File: config.mk
export PLATFORM = sky130hd
export DESIGN_NAME = hazard_unit
export DESIGN_NICKNAME = d
export VERILOG_FILES = /design/src/rtl/hazard_pkg.sv /design/src/rtl/hazard_slot.sv /design/src/rtl/hazard_unit.sv
export SDC_FILE = /design/constraint.sdc
export NUM_CORES = 1
export LEC_CHECK = 0
export ABC_AREA = 0
export BUFFER_PORTS_ARGS = -buffer_cell sky130_fd_sc_hd__buf_2
export CORE_MARGIN = 2
export CORE_UTILIZATION = 41
export DETAILED_ROUTE_END_ITERATION = 6
export PLACE_DENSITY = 0.74
export SLEW_MARGIN = 5
export SYNTH_ARGS = -nofsm -noshare
export SYNTH_HDL_FRONTEND = slang
export SYNTH_SLANG_ARGS = --single-unit
File: constraint.sdc
create_clock -name clk -period 1.8 [get_ports clk]
set_input_delay 0.09 -clock clk [delete_from_list [all_inputs] [get_ports clk]]
set_output_delay 0.09 -clock clk [all_outputs]
set_load 0.05 [all_outputs]
File: src/rtl/hazard_pkg.sv
// hazard_pkg: shared types, select encodings and helpers for the pipeline
// hazard controller (shadow slot layout, Tnew/Tuse widths, forward selects).
package hazard_pkg;

  typedef logic [1:0] tnew_t;
  typedef logic [1:0] tuse_t;
  typedef logic [4:0] regaddr_t;
  typedef logic [1:0] fwd_t;

  // Forward mux select encodings shared by D-, E- and M-stage selects
  localparam fwd_t FWD_GRF = 2'd0;
  localparam fwd_t FWD_W   = 2'd1;
  localparam fwd_t FWD_M   = 2'd2;
  localparam fwd_t FWD_E   = 2'd3;

  // A Tuse of 3 marks an operand the instruction never reads
  localparam tuse_t TUSE_NONE = 2'd3;

  // One in-flight instruction as seen by the hazard logic
  typedef struct packed {
    logic     valid;
    logic     regWrite;
    regaddr_t A_rs;
    regaddr_t A_rt;
    regaddr_t Awrite;
    tnew_t    Tnew;
  } slot_t;

  // Tnew countdown that sticks at zero, matching the D->E register
  function automatic tnew_t sat_dec(input tnew_t t);
    return (t == 2'd0) ? 2'd0 : tnew_t'(t - 2'd1);
  endfunction

  // A slot only produces a result when it is live, writes, and not to $0
  function automatic logic isWriter(input slot_t s);
    return s.valid && s.regWrite && (s.Awrite != 5'd0);
  endfunction

  // True when slot s will write register a (a must be non-zero)
  function automatic logic opMatch(input slot_t s, input regaddr_t a);
    return (a != 5'd0) && isWriter(s) && (s.Awrite == a);
  endfunction

endpackage

File: src/rtl/hazard_slot.sv
// hazard_slot: one shadow pipeline slot. Loads the upstream slot each clock,
// decrementing Tnew with saturation, or loads a bubble when told to.
module hazard_slot
  import hazard_pkg::*;
(
  input  logic  clk,
  input  logic  reset,
  input  logic  i_bubble,
  input  slot_t i_slot,
  output slot_t o_slot
);

  slot_t r_slot;
  slot_t w_next;

  // Next slot contents: bubble clears everything, otherwise age the upstream entry
  always_comb begin
    w_next = '0;
    if (!i_bubble) begin
      w_next      = i_slot;
      w_next.Tnew = sat_dec(i_slot.Tnew);
    end
  end

  // Slot register with synchronous clear
  always_ff @(posedge clk) begin
    if (reset) begin
      r_slot <= '0;
    end else begin
      r_slot <= w_next;
    end
  end

  assign o_slot = r_slot;

endmodule

File: src/rtl/hazard_unit.sv
// hazard_unit: stall / bubble / forward controller for the five-stage MIPS core.
// Tracks in-flight writers in a shadow E/M/W pipeline and decides combinationally
// from that state plus the D-stage Tuse/Tnew information.
// Build option: define HAZARD_FORWARD_EN for full forwarding with Tnew/Tuse stalls;
// without it every Fwd select is 0 and any E/M writer hit on a used source stalls.
module hazard_unit
  import hazard_pkg::*;
#(
  parameter int NSLOT = 3
) (
  input  logic       clk,
  input  logic       reset,
  input  logic [4:0] A_rsD,
  input  logic [4:0] A_rtD,
  input  logic [1:0] TuseRsD,
  input  logic [1:0] TuseRtD,
  input  logic [4:0] AwriteD,
  input  logic       RegWriteD,
  input  logic [1:0] TnewD,
  output logic       stall,
  output logic       clrE,
  output logic [1:0] FwdRsD,
  output logic [1:0] FwdRtD,
  output logic [1:0] FwdRsE,
  output logic [1:0] FwdRtE,
  output logic       FwdRtM
);

  localparam int SLOT_E = 0;
  localparam int SLOT_M = 1;
  localparam int SLOT_W = 2;

  slot_t w_dSlot;
  slot_t w_slotIn [NSLOT];
  slot_t w_slot   [NSLOT];
  logic  w_bubble [NSLOT];
  slot_t w_e;
  slot_t w_m;
  slot_t w_w;
  logic  w_stall;
  logic  w_stallRs;
  logic  w_stallRt;

  assign w_dSlot = '{valid:    1'b1,
                     regWrite: RegWriteD,
                     A_rs:     A_rsD,
                     A_rt:     A_rtD,
                     Awrite:   AwriteD,
                     Tnew:     TnewD};

  // Shadow pipeline: slot 0 (E) takes the D instruction or a bubble on stall,
  // each later slot takes its predecessor every clock.
  genvar g;
  generate
    for (g = 0; g < NSLOT; g = g + 1) begin : gSlot
      if (g == 0) begin : gHead
        assign w_slotIn[g] = w_dSlot;
        assign w_bubble[g] = w_stall;
      end else begin : gBody
        assign w_slotIn[g] = w_slot[g-1];
        assign w_bubble[g] = 1'b0;
      end
      hazard_slot u_slot (
        .clk      (clk),
        .reset    (reset),
        .i_bubble (w_bubble[g]),
        .i_slot   (w_slotIn[g]),
        .o_slot   (w_slot[g])
      );
    end
  endgenerate

  assign w_e = w_slot[SLOT_E];
  assign w_m = w_slot[SLOT_M];
  assign w_w = w_slot[SLOT_W];

`ifdef HAZARD_FORWARD_EN
  // Stall when an E or M writer of the operand will not have its result in time
  function automatic logic opStall(input regaddr_t a, input tuse_t tuse,
                                   input slot_t e, input slot_t m);
    return (opMatch(e, a) && (e.Tnew > tuse)) ||
           (opMatch(m, a) && (m.Tnew > tuse));
  endfunction

  // D-stage source: youngest matching slot decides; a not-ready match means GRF
  // and lets the stall logic hold the instruction instead.
  function automatic fwd_t dFwd(input regaddr_t a, input slot_t e,
                                input slot_t m, input slot_t w);
    fwd_t sel;
    sel = FWD_GRF;
    if (opMatch(e, a)) begin
      sel = (e.Tnew == 2'd0) ? FWD_E : FWD_GRF;
    end else if (opMatch(m, a)) begin
      sel = (m.Tnew == 2'd0) ? FWD_M : FWD_GRF;
    end else if (opMatch(w, a)) begin
      sel = FWD_W;
    end
    return sel;
  endfunction

  // E-stage source: a ready M result beats the W result
  function automatic fwd_t eFwd(input regaddr_t a, input slot_t m, input slot_t w);
    fwd_t sel;
    sel = FWD_GRF;
    if (opMatch(m, a) && (m.Tnew == 2'd0)) begin
      sel = FWD_M;
    end else if (opMatch(w, a)) begin
      sel = FWD_W;
    end
    return sel;
  endfunction
`else
  // Without forwarding any pending E/M write to a used source must drain first
  function automatic logic opStall(input regaddr_t a, input tuse_t tuse,
                                   input slot_t e, input slot_t m);
    return (tuse != TUSE_NONE) && (opMatch(e, a) || opMatch(m, a));
  endfunction
`endif

  // Per-operand stall requests combined into the freeze / D_E clear
  always_comb begin
    w_stallRs = opStall(A_rsD, TuseRsD, w_e, w_m);
    w_stallRt = opStall(A_rtD, TuseRtD, w_e, w_m);
    w_stall   = w_stallRs || w_stallRt;
  end

  assign stall = w_stall;
  assign clrE  = w_stall;

  // Forward mux selects for the D, E and M stage operands
  always_comb begin
    FwdRsD = FWD_GRF;
    FwdRtD = FWD_GRF;
    FwdRsE = FWD_GRF;
    FwdRtE = FWD_GRF;
    FwdRtM = 1'b0;
`ifdef HAZARD_FORWARD_EN
    FwdRsD = dFwd(A_rsD, w_e, w_m, w_w);
    FwdRtD = dFwd(A_rtD, w_e, w_m, w_w);
    FwdRsE = eFwd(w_e.A_rs, w_m, w_w);
    FwdRtE = eFwd(w_e.A_rt, w_m, w_w);
    FwdRtM = opMatch(w_w, w_m.A_rt) && w_m.valid;
`endif
  end

endmodule

==> out/qor.yml <==
synth_area_um2: 782
clock-sinks: 14
initial_core_util_pct: 44.3
portBuffers: 23
cts_made_buffers: 3
skew_ns: 0.00125
drive_above_1_share_pct: 37.5
syn2layout_area_growth_pct: 33.8
fin_crit_sh_pct: 115
clk_path_buf_depth: 2
vias: 652
track_usage_pct: 16.1
place_area_um2: 991
avgSynthCellArea_um2: 9.31
dieHeight_um: 47.7
ys_async_sr_fraction_pct: 0
first_global_vias: 612
root_buffer: "clkbuf_4"
hold_path_class: "input pin to register"
grt_max_degree: 9
p_sw_mw: 0.200
synth_area_leader_cell: "dfxtp_1"
diodes: 0
startpoint_type: "register"
timing.hold.ws_ns: 0.0159
finalSetupTns_ns: -0.554
die-area_mm2: 0.00227
synth_cells: 84
clkPwrFrac_pct: 23.8
synthMostInstantiatedCell: "xnor2_1"
synthTopCellsByCount: "xnor2_1, dfxtp_1, buf_4, nor2b_1"
first_pass_iters: 4
dr.first_iter.drc_count: 1
setup_viol: 3
ios: 35
power_density_mw_per_mm2: 652
grt_pass1_wl_mm: 2.46
p_sw_share_pct: 29.4
post_drt_wl_per_cell_um: 11.1
maxSlewViolCount: 0
wl_mm: 1.61
path_clk_slew_ns: 0.07
cap_viol_max_count: 0
fin_crit_ns: 2.08
dp.cells: 141
dp_slack_ns: -0.0686
final_area_mm2: 0.00105
seqPwrFrac_pct: 49.5
tightest_slew_ns: 0.499
hold_viol: 0
vdd_drop_max_v: 0.000475
synthDistinctLibCells: 17
critPathArrivalTime_ns: 1.99
setup_ws_ns: -0.277
comb_power_share_pct: 26.7
worst-setup-path-type: "register to output pin"
rsz0062_at_grt: "true"
cts_tree: "done"
globalplace.congestion: 0.906
vias_per_cell: 4.50
drc: 0
yosysSeqAreaShare_pct: 35.8
holdBufCountCts: 0
fmax_ghz: 0.482
antenna_found_initial: 0
power_leakage_nw: 0.452
p_int_mw: 0.482
dp_hpwl_mm: 1.39
required_ns: 1.71
htreeDepth: 1
violations: "negative setup slack"
crit_path_max_fanout: 2
largest_reg_flops: 14
grt.overflow.total: 0
synth_edf_count: 0
synth_ff_type: "dfxtp_1"
ant_nets: 0
reg2reg_slack_ns: 0
num_rows: 15
cp-end-kind: "output pin"
clk_latency_ns: 0.27
core-area_mm2: 0.00176
yosys_warnings: 0
synth.area.top_cells: "dfxtp_1, xnor2_1, buf_4"
synth_top_area_share_pct: 35.8
final_cell_count_no_fill: 145
die_w_um: 47.7
maxSlewHeadroom_pct: 66.4
num-nets-final: 146
status: "finished, violations left"
synth-seq-cells: 14
[cell families after synthesis]
kind of cell	share of synthesized area, %
AOI/OAI and AO/OA	6.08
xor gates and xnor gates	22.4
buffers and inverters	10.1
DFF	35.8
other	0.480
and+or+nand+nor	25.1
[what timing repair did]
item	4_1_cts	5_1_grt
endpoints found under the setup margin	8	9
buffers inserted	1	0
pin swaps	3	1
gates resized for setup	6	0
gates cloned	0	0
[worst max-delay path: stages, from the launching register on]
cell,delay (ns)
dfxtp_2,0.32
or4_4,0.55
o211ai_4,0.21
nor4_2,0.09
nor3_2,0.25
o41ai_4,0.13
buf_6,0.17
[routing by layer]
| metal | wire, um | track usage, % | up-vias |
|---|---|---|---|
| met5 | 0 | 0 | - |
| met4 | 6 | 8.11 | 0 |
| met3 | 85 | 1.13 | 2 |
| met2 | 895 | 31.4 | 27 |
| met1 | 619 | 17.1 | 284 |
| li1 | - | - | 339 |
[path summary, 6_finish.rpt]
path | startpoint | endpoint | cells after the start
min reg2reg | gSlot[0].u_slot.o_slot[17] | gSlot[1].u_slot.o_slot[17] | 1
max | gSlot[0].u_slot.o_slot[6] | clrE | 6
max reg2reg | gSlot[0].u_slot.o_slot[6] | gSlot[0].u_slot.o_slot[6] | 6
min | AwriteD[3] | gSlot[0].u_slot.o_slot[5] | 2
[layout by cell type, fill, tap and decap left out, drive strengths merged]
master and instances:
and2 6, nand3 4, nor3 1, xnor2 20, conb 9, o211ai 2, nor2b 7, nor4 4
or4 4, o21ai 2, o41ai 2, nand2 6, dfxtp 14, inv 1, buf 35, clkbuf 3
[cell type report]
type | instances | area [um^2]
tap | 25 | 31.3
timing repair buffer | 35 | 218
inverter | 1 | 3.75
sequential | 14 | 282
multi-input combinational | 67 | 489
clock buffer | 3 | 22.5
fill | 169 | 718
[stage by stage]
stage          util, %  power, mW
6_report          59.3      0.682
5_1_grt           59.3      0.721
4_1_cts           59.3      0.691
3_5_place_dp      56.2      0.521
3_3_place_gp      56.2      0.515
2_1_floorplan        -      0.471
[power groups by stage]
stage	clock [mW]	combinational [mW]	sequential [mW]
after floorplan	0	0.127	0.344
after detailed placement	0	0.178	0.343
after global placement	0	0.172	0.342
final	0.162	0.182	0.337
after global routing	0.183	0.199	0.339
after CTS	0.171	0.184	0.337
(Power assumes the default switching activity.)
